File: config.mk
export PLATFORM = sky130hd
export DESIGN_NAME = cpu_dma_read_slave_flat
export DESIGN_NICKNAME = d
export VERILOG_FILES = /design/src/rtl/ahb3lite_pkg.sv /design/src/rtl/cpu_dma_read_slave_if.sv /design/src/rtl/ahb3lite_burst_addr.sv /design/src/rtl/cpu_dma_read_slave.sv /design/src/flat_wrapper.sv
export SDC_FILE = /design/constraint.sdc
export NUM_CORES = 1
export LEC_CHECK = 0
export ABC_AREA = 1
export BUFFER_PORTS_ARGS = -buffer_cell sky130_fd_sc_hd__buf_4
export CAP_MARGIN = 20
export CORE_UTILIZATION = 40
export CTS_BUF_LIST = sky130_fd_sc_hd__clkbuf_4 sky130_fd_sc_hd__clkbuf_8 sky130_fd_sc_hd__clkbuf_16
export DETAILED_ROUTE_END_ITERATION = 16
export GPL_TIMING_DRIVEN = 1
export PLACE_DENSITY = 0.76
export SETUP_SLACK_MARGIN = 0.1
export SLEW_MARGIN = 25
export SYNTH_ARGS = -nofsm -noshare
export SYNTH_HDL_FRONTEND = slang
export SYNTH_SLANG_ARGS = --single-unit
File: constraint.sdc
create_clock -name HCLK -period 2.75 [get_ports HCLK]
set_clock_uncertainty 0.05 [all_clocks]
set_input_delay 0.1375 -clock HCLK [delete_from_list [all_inputs] [get_ports HCLK]]
set_output_delay 0.1375 -clock HCLK [all_outputs]
set_load 0.01 [all_outputs]
File: src/rtl/ahb3lite_pkg.sv
// Shared AHB-Lite bus types and the read-slave FSM state encoding.
// Imported by the read slave, its interface and the burst address helper.
package ahb3lite_pkg;

  typedef enum logic [2:0] {
    SINGLE = 3'd0,
    INCR   = 3'd1,
    WRAP4  = 3'd2,
    INCR4  = 3'd3,
    WRAP8  = 3'd4,
    INCR8  = 3'd5,
    WRAP16 = 3'd6,
    INCR16 = 3'd7
  } HBURST_Type;

  typedef enum logic [1:0] {
    IDLE   = 2'd0,
    BUSY   = 2'd1,
    NONSEQ = 2'd2,
    SEQ    = 2'd3
  } HTRANS_state;

  typedef enum logic {
    OKAY  = 1'b0,
    ERROR = 1'b1
  } HRESP_state;

  typedef enum logic [2:0] {
    RD_IDLE,
    RD_REQ,
    RD_WAIT,
    RD_DONE,
    RD_ERR1,
    RD_ERR2
  } rd_state_t;

endpackage

File: src/rtl/cpu_dma_read_slave_if.sv
// CPU/DMA AHB-Lite read-side bus plus the local memory read port.
// The slave modport is the read slave; master is the bus/memory side.
interface cpu_dma_read_slave_if
  import ahb3lite_pkg::*;
#(
  parameter int ADDR_WIDTH = 32,
  parameter int DATA_WIDTH = 32
);
  logic [ADDR_WIDTH-1:0] HADDR;
  logic                  HWRITE;
  HBURST_Type            HBURST;
  logic [2:0]            HSIZE;
  HTRANS_state           HTRANS;
  logic [DATA_WIDTH-1:0] HRDATA;
  logic                  HREADY;
  HRESP_state            HRESP;
  logic [ADDR_WIDTH-1:0] mem_RD_addr;
  logic                  mem_read_flag;
  logic [DATA_WIDTH-1:0] mem_RD_data;
  logic                  mem_RD_valid;

  modport slave (
    input  HADDR, HWRITE, HBURST, HSIZE, HTRANS,
    input  mem_RD_data, mem_RD_valid,
    output HRDATA, HREADY, HRESP,
    output mem_RD_addr, mem_read_flag
  );

  modport master (
    output HADDR, HWRITE, HBURST, HSIZE, HTRANS,
    output mem_RD_data, mem_RD_valid,
    input  HRDATA, HREADY, HRESP,
    input  mem_RD_addr, mem_read_flag
  );
endinterface

File: src/rtl/ahb3lite_burst_addr.sv
// Expected address of the next SEQ beat given the previous beat.
// Wrapping bursts stay inside a beats*size aligned block.
module ahb3lite_burst_addr
  import ahb3lite_pkg::*;
#(
  parameter int ADDR_WIDTH = 32
) (
  input  logic [ADDR_WIDTH-1:0] prev_addr,
  input  logic [2:0]            size,
  input  HBURST_Type            burst,
  output logic [ADDR_WIDTH-1:0] next_addr
);
  logic [ADDR_WIDTH-1:0] step;
  logic [ADDR_WIDTH-1:0] span;
  logic [ADDR_WIDTH-1:0] mask;
  logic [ADDR_WIDTH-1:0] inc;
  logic                  wrap;

  always_comb begin
    step = ADDR_WIDTH'(1) << size;
    wrap = 1'b1;
    span = step;
    unique case (burst)
      WRAP4:   span = step << 2;
      WRAP8:   span = step << 3;
      WRAP16:  span = step << 4;
      default: wrap = 1'b0;
    endcase
    mask = span - ADDR_WIDTH'(1);
    inc  = prev_addr + step;
    next_addr = wrap ? ((prev_addr & ~mask) | (inc & mask)) : inc;
  end
endmodule

File: src/rtl/cpu_dma_read_slave.sv
// AHB-Lite read slave: bus reads -> local memory request/valid port.
// Optional READ_TIMEOUT_EN turns a stuck memory wait into an ERROR.
module cpu_dma_read_slave
  import ahb3lite_pkg::*;
#(
  parameter int          ADDR_WIDTH = 32,
  parameter int          DATA_WIDTH = 32,
  parameter logic [31:0] MEM_BASE   = 32'h0000_0000,
  parameter logic [31:0] MEM_SIZE   = 32'h0000_1000
`ifdef READ_TIMEOUT_EN
  ,
  parameter int          TIMEOUT_CYCLES = 16
`endif
) (
  input logic                 HCLK,
  input logic                 HRESET,
  cpu_dma_read_slave_if.slave bus
);
  localparam int LANE = $clog2(DATA_WIDTH / 8);

  typedef logic [ADDR_WIDTH-1:0] addr_t;

  rd_state_t             state;
  rd_state_t             state_nx;
  addr_t                 rd_addr;
  logic [DATA_WIDTH-1:0] rdata;
  addr_t                 prev_addr;
  logic [2:0]            prev_size;
  HBURST_Type            prev_burst;
  logic                  hist_vld;
  addr_t                 next_addr;

  logic       ready;
  logic       flag;
  HRESP_state resp;
  logic       accept;
  logic       err;
  logic       bad_range;
  logic       bad_size;
  logic       bad_align;
  logic       bad_seq;
  addr_t      align_mask;
  logic [ADDR_WIDTH:0] diff;

  ahb3lite_burst_addr #(
    .ADDR_WIDTH(ADDR_WIDTH)
  ) u_burst (
    .prev_addr(prev_addr),
    .size     (prev_size),
    .burst    (prev_burst),
    .next_addr(next_addr)
  );

  always_comb begin
    ready = 1'b1;
    resp  = OKAY;
    flag  = 1'b0;
    unique case (state)
      RD_REQ: begin
        ready = 1'b0;
        flag  = 1'b1;
      end
      RD_WAIT: ready = 1'b0;
      RD_ERR1: begin
        ready = 1'b0;
        resp  = ERROR;
      end
      RD_ERR2: resp = ERROR;
      default: ;
    endcase
  end

  // Extra MSB keeps the window check exact below MEM_BASE.
  always_comb begin
    accept = ready && !bus.HWRITE &&
             (bus.HTRANS == NONSEQ || bus.HTRANS == SEQ);
    diff = {1'b0, bus.HADDR} - {1'b0, addr_t'(MEM_BASE)};
    bad_range = diff[ADDR_WIDTH] ||
                (diff[ADDR_WIDTH-1:0] >= addr_t'(MEM_SIZE));
    bad_size = bus.HSIZE > 3'(LANE);
    align_mask = (addr_t'(1) << bus.HSIZE) - addr_t'(1);
    bad_align = |(bus.HADDR & align_mask);
    bad_seq = (bus.HTRANS == SEQ) &&
              (!hist_vld || prev_burst == SINGLE ||
               bus.HADDR != next_addr ||
               bus.HSIZE != prev_size);
    err = bad_range | bad_size | bad_align | bad_seq;
  end

`ifdef READ_TIMEOUT_EN
  localparam int TMO_W = $clog2(TIMEOUT_CYCLES + 1);
  logic [TMO_W-1:0] tmo_cnt;
  logic             tmo_hit;

  assign tmo_hit = tmo_cnt == TMO_W'(TIMEOUT_CYCLES - 1);

  always_ff @(posedge HCLK or posedge HRESET) begin
    if (HRESET) begin
      tmo_cnt <= '0;
    end else if (state == RD_WAIT) begin
      tmo_cnt <= tmo_cnt + TMO_W'(1);
    end else begin
      tmo_cnt <= '0;
    end
  end
`else
  logic tmo_hit;
  assign tmo_hit = 1'b0;
`endif

  always_comb begin
    state_nx = state;
    unique case (state)
      RD_IDLE, RD_DONE, RD_ERR2: begin
        if (accept) state_nx = err ? RD_ERR1 : RD_REQ;
        else        state_nx = RD_IDLE;
      end
      RD_REQ:  state_nx = RD_WAIT;
      RD_WAIT: begin
        if (bus.mem_RD_valid) state_nx = RD_DONE;
        else if (tmo_hit)     state_nx = RD_ERR1;
      end
      RD_ERR1: state_nx = RD_ERR2;
      default: state_nx = RD_IDLE;
    endcase
  end

  always_ff @(posedge HCLK or posedge HRESET) begin
    if (HRESET) begin
      state      <= RD_IDLE;
      rd_addr    <= '0;
      rdata      <= '0;
      hist_vld   <= 1'b0;
      prev_addr  <= '0;
      prev_size  <= '0;
      prev_burst <= SINGLE;
    end else begin
      state <= state_nx;
      // A rejected beat breaks the burst, so any SEQ after it errors.
      if (accept) begin
        hist_vld <= !err;
        if (!err) begin
          prev_addr  <= bus.HADDR;
          prev_size  <= bus.HSIZE;
          prev_burst <= bus.HBURST;
          rd_addr    <= {bus.HADDR[ADDR_WIDTH-1:LANE], {LANE{1'b0}}};
        end
      end
      if (state == RD_WAIT && bus.mem_RD_valid) begin
        rdata <= bus.mem_RD_data;
      end
    end
  end

  assign bus.HRDATA        = rdata;
  assign bus.HREADY        = ready;
  assign bus.HRESP         = resp;
  assign bus.mem_RD_addr   = rd_addr;
  assign bus.mem_read_flag = flag;
endmodule

File: src/flat_wrapper.sv
// flat-port wrapper written by rule: the top's interface ports become plain ports
module cpu_dma_read_slave_flat import ahb3lite_pkg::*;
#(
  parameter int          ADDR_WIDTH = 32,
  parameter int          DATA_WIDTH = 32,
  parameter logic [31:0] MEM_BASE   = 32'h0000_0000,
  parameter logic [31:0] MEM_SIZE   = 32'h0000_1000

)
  (HCLK, HRESET, bus_HADDR, bus_HWRITE, bus_HBURST, bus_HSIZE, bus_HTRANS, bus_mem_RD_data, bus_mem_RD_valid, bus_HRDATA, bus_HREADY, bus_HRESP, bus_mem_RD_addr, bus_mem_read_flag);
  cpu_dma_read_slave_if #(.ADDR_WIDTH(ADDR_WIDTH), .DATA_WIDTH(DATA_WIDTH)) bus_i ();
  input logic HCLK;
  input logic HRESET;
  input wire logic [$bits(bus_i.HADDR)-1:0] bus_HADDR;
  input wire logic [$bits(bus_i.HWRITE)-1:0] bus_HWRITE;
  input wire logic [$bits(bus_i.HBURST)-1:0] bus_HBURST;
  input wire logic [$bits(bus_i.HSIZE)-1:0] bus_HSIZE;
  input wire logic [$bits(bus_i.HTRANS)-1:0] bus_HTRANS;
  input wire logic [$bits(bus_i.mem_RD_data)-1:0] bus_mem_RD_data;
  input wire logic [$bits(bus_i.mem_RD_valid)-1:0] bus_mem_RD_valid;
  output wire logic [$bits(bus_i.HRDATA)-1:0] bus_HRDATA;
  output wire logic [$bits(bus_i.HREADY)-1:0] bus_HREADY;
  output wire logic [$bits(bus_i.HRESP)-1:0] bus_HRESP;
  output wire logic [$bits(bus_i.mem_RD_addr)-1:0] bus_mem_RD_addr;
  output wire logic [$bits(bus_i.mem_read_flag)-1:0] bus_mem_read_flag;
  assign bus_i.HADDR = bus_HADDR;
  assign bus_i.HWRITE = bus_HWRITE;
  assign bus_i.HBURST = bus_HBURST;
  assign bus_i.HSIZE = bus_HSIZE;
  assign bus_i.HTRANS = bus_HTRANS;
  assign bus_i.mem_RD_data = bus_mem_RD_data;
  assign bus_i.mem_RD_valid = bus_mem_RD_valid;
  assign bus_HRDATA = bus_i.HRDATA;
  assign bus_HREADY = bus_i.HREADY;
  assign bus_HRESP = bus_i.HRESP;
  assign bus_mem_RD_addr = bus_i.mem_RD_addr;
  assign bus_mem_read_flag = bus_i.mem_read_flag;
  cpu_dma_read_slave #(.ADDR_WIDTH(ADDR_WIDTH), .DATA_WIDTH(DATA_WIDTH), .MEM_BASE(MEM_BASE), .MEM_SIZE(MEM_SIZE)) u_core (.HCLK(HCLK), .HRESET(HRESET), .bus(bus_i));
endmodule
==> flow_summary.ini <==
[floorplan]
die-height_um = 120
rows = 42
core_area_sq_mm = 0.0133
die_width_um = 120
die_area_sq_mm = 0.0143
io_pins = 143
start_util_pct = 41.4

[drt]
drcViolationCount = 0
drt-initial-drc-count = 372
vias = 6247
viasPerCell = 5.07
routed_wl_mm = 19.7
antenna_left = 0
wl_per_cell_um = 16.0
drt_pass1_iterations = 5

[critical_path]
crit_fanout = 20
arrival_ns = 3.64
startpoint_type = flip-flop
critical_path.slowest_cell = dfrtp_2
endpoint_kind = flip-flop
r2r-end = u_core.prev_addr[26]
required_ns = 2.95
criticalPathCategory = flip-flop to flip-flop
r2r_start = u_core.prev_size[0]
crit_top_cell = nand2_1
slowest_delay_ns = 0.47
r2r_slack_ns = -0.68
r2r_cells = 26

[timing]
period_minus_slack_ns = 3.43
setup_viol = 41
grt_setup_unrepaired = true
holdWs_ns = 0.0450
fin_tns_setup_ns = -26.71
tightest_slew_ns = 0.642
max_clock_freq_ghz = 0.291
hold_violations = 0
finalWorstSetupSlack_ns = -0.681
drv_slew = 0
max_slew_margin_pct = 57.1
min_period_over_period_pct = 125

[grt]
grt_pass1_wl_mm = 30.6
grt_pass1_vias = 6156
grt_max_degree = 33
grt_use_total_pct = 27.8
overflow = 0
antenna_found_initial = 0

[final_layout]
antennaDiodeCount = 0
nFillCells = 1121
final_core_util_pct = 64.5
layout.nets = 1140
area_delta_synth_final_pct = 55.9
drive_gt1_share_pct = 37.9

[synthesis]
syn_area_sq_mm = 0.00553
synth_top_cell_by_area = dfrtp_1
yosys-top-cells-area = dfrtp_1, nand2_1, inv_1, mux2_2, nand3_1
ys_async_sr_fraction_pct = 100
synth_commonest_cells = nand2_1, inv_1, dfrtp_1, nand3_1, nor2_1
synth_most_common_cell = nand2_1
yosys_warnings = 0
synth_top_area_share_pct = 33.5
synth_edf_count = 0
synth-seq-cells = 74
synth_cells = 791
ys_seq_area_share_pct = 33.5
ys_types = 40
postSynthAreaPerCell_sq_um = 6.99
ys.flop_type = dfrtp_1

[clock_tree]
cts_num_sinks = 74
clock_latency_ns = 0.36
htree_levels = 3
cts_root_buf = clkbuf_16
clk_path_buf_depth = 2
cts_tree = yes
cts.clk_slew.worst_paths_ns = 0.07
cts_buffers = 9

[job]
max_cap_violations = 0

[run_status]
outcome = complete, but fails checks
failed_checks = setup timing

[placed_design]
dp_hpwl_mm = 14.2
gp_congestion = 0.959
portBuffers = 140

[hold_path]
hold_depth = 3
hold_path_end = u_core.prev_addr[0]
hp-class = input port to flip-flop
hold_start = bus_HADDR[0]

[power]
p_leak_nw = 4.51
ir_worst_vdd_mv = 0.572
power_density_mw_per_mm2 = 472
[worst max-delay path by stage]
stage	from	end	slack [ns]
after floorplan	u_core.prev_size[0]	u_core.prev_addr[6]	-0.13
after global placement	u_core.prev_size[2]	u_core.prev_addr[4]	-0.73
after detailed placement	u_core.prev_size[2]	u_core.prev_addr[2]	-0.75
after CTS	u_core.prev_size[1]	u_core.prev_addr[26]	-0.58
after global routing	u_core.prev_size[0]	u_core.prev_burst[1]	-0.87
final	u_core.prev_size[0]	u_core.prev_addr[26]	-0.68
[per-layer routing]
metal	vias up	global-route usage (%)	part of all wire, %
met5	-	0	0
met2	269	45.6	48
met3	53	8.46	8.5
li1	3033	-	-
met1	2892	34.4	41
met4	0	10.4	3.1
[through the flow]
stage / power [mW] / cells / setup WS [ns] / cell area, sq um
floorplan: 2.05 / 792 / -0.126 / 5650
global placement: 2.65 / 1158 / -0.733 / 7330
detailed placement: 2.70 / 1158 / -0.749 / 7330
CTS: 4.05 / 1229 / -0.578 / 8420
global route: 4.24 / 1233 / -0.874 / 8620
finish: 4.06 / 1233 / -0.681 / 8620
[state kept, by name, summed over array words and instances (netlist names)]
signal / cells
u_core.bus.HRDATA: 32
u_core.prev_addr: 32
u_core.prev_burst: 3
u_core.prev_size: 3
u_core.state: 3
u_core.hist_vld: 1
[worst max-delay path: cells and delay by family, from the launching register on]
kind	cells	cell delay, ns
and+or+nand+nor	20	1.95
buffers and inverters	5	0.58
adders and majority gates	1	0.27
DFF	1	0.47
[layout make-up]
cell class / count / area [sq um] / area share (%)
clock inverter: 7 / 90.1 / 1.05
inverter: 110 / 428 / 4.97
clock buffer: 9 / 225 / 2.61
tap: 176 / 220 / 2.56
sequential: 74 / 1850 / 21.5
multi-input combinational: 562 / 3350 / 38.8
timing repair buffer: 295 / 2450 / 28.4
[cells by family (layout without fill, tap and decap cells)]
| family | after synthesis | count (layout) | synth area share (%) |
|---|---|---|---|
| buffers and inverters | 156 | 421 | 13.2 |
| multiplexers | 32 | 32 | 6.52 |
| flip-flops | 74 | 74 | 33.5 |
| XOR/XNOR | 30 | 30 | 4.75 |
| adder cells (fa/ha/maj) | 12 | 12 | 2.85 |
| other | 1 | 2 | 0.0679 |
| AO/OA/AOI/OAI | 47 | 47 | 4.73 |
| AND/OR/NAND/NOR | 439 | 439 | 34.4 |
[power breakdown]
part / switching (mW) / total (mW) / internal (mW) / leakage (nW)
combinational: 0.552 / 1.26 / 0.705 / 3.42
sequential: 0.166 / 1.51 / 1.35 / 0.935
clock: 0.560 / 1.29 / 0.733 / 0.157
[cell usage in the layout, fill, tap and decap left out, types with 3 or more instances in the layout]
cell           count
buf_12             5
nor3_1            10
buf_4            234
nand4_1           30
ha_4               8
inv_1             96
nand3_4            4
a21oi_1           11
buf_6             11
dlygate4sd3_1     43
nor2_1            56
nand3b_1           5
nand3_2           10
nand3_1           54
mux2_2            32
dfrtp_1           72
nor2_4             6
o21ai_0            7
o21ai_2            4
nand2_1          206
inv_8              3
xnor2_1            9
xor2_1            21
inv_6              3
nand2_4            4
nor4_1             6
clkbuf_16         10
inv_4              4
o21ai_1           13
o22ai_1            3
nand2_2           31
nor2_2            13
inv_2              7
[what timing repair did]
item	CTS	global route
gates resized for setup	54	48
hold endpoints to repair	71	0
endpoints found under the setup margin	41	41
hold buffers	43	0
setup buffers	10	5
cloned	2	1
pin swaps	12	25
(Power assumes the default switching activity.)
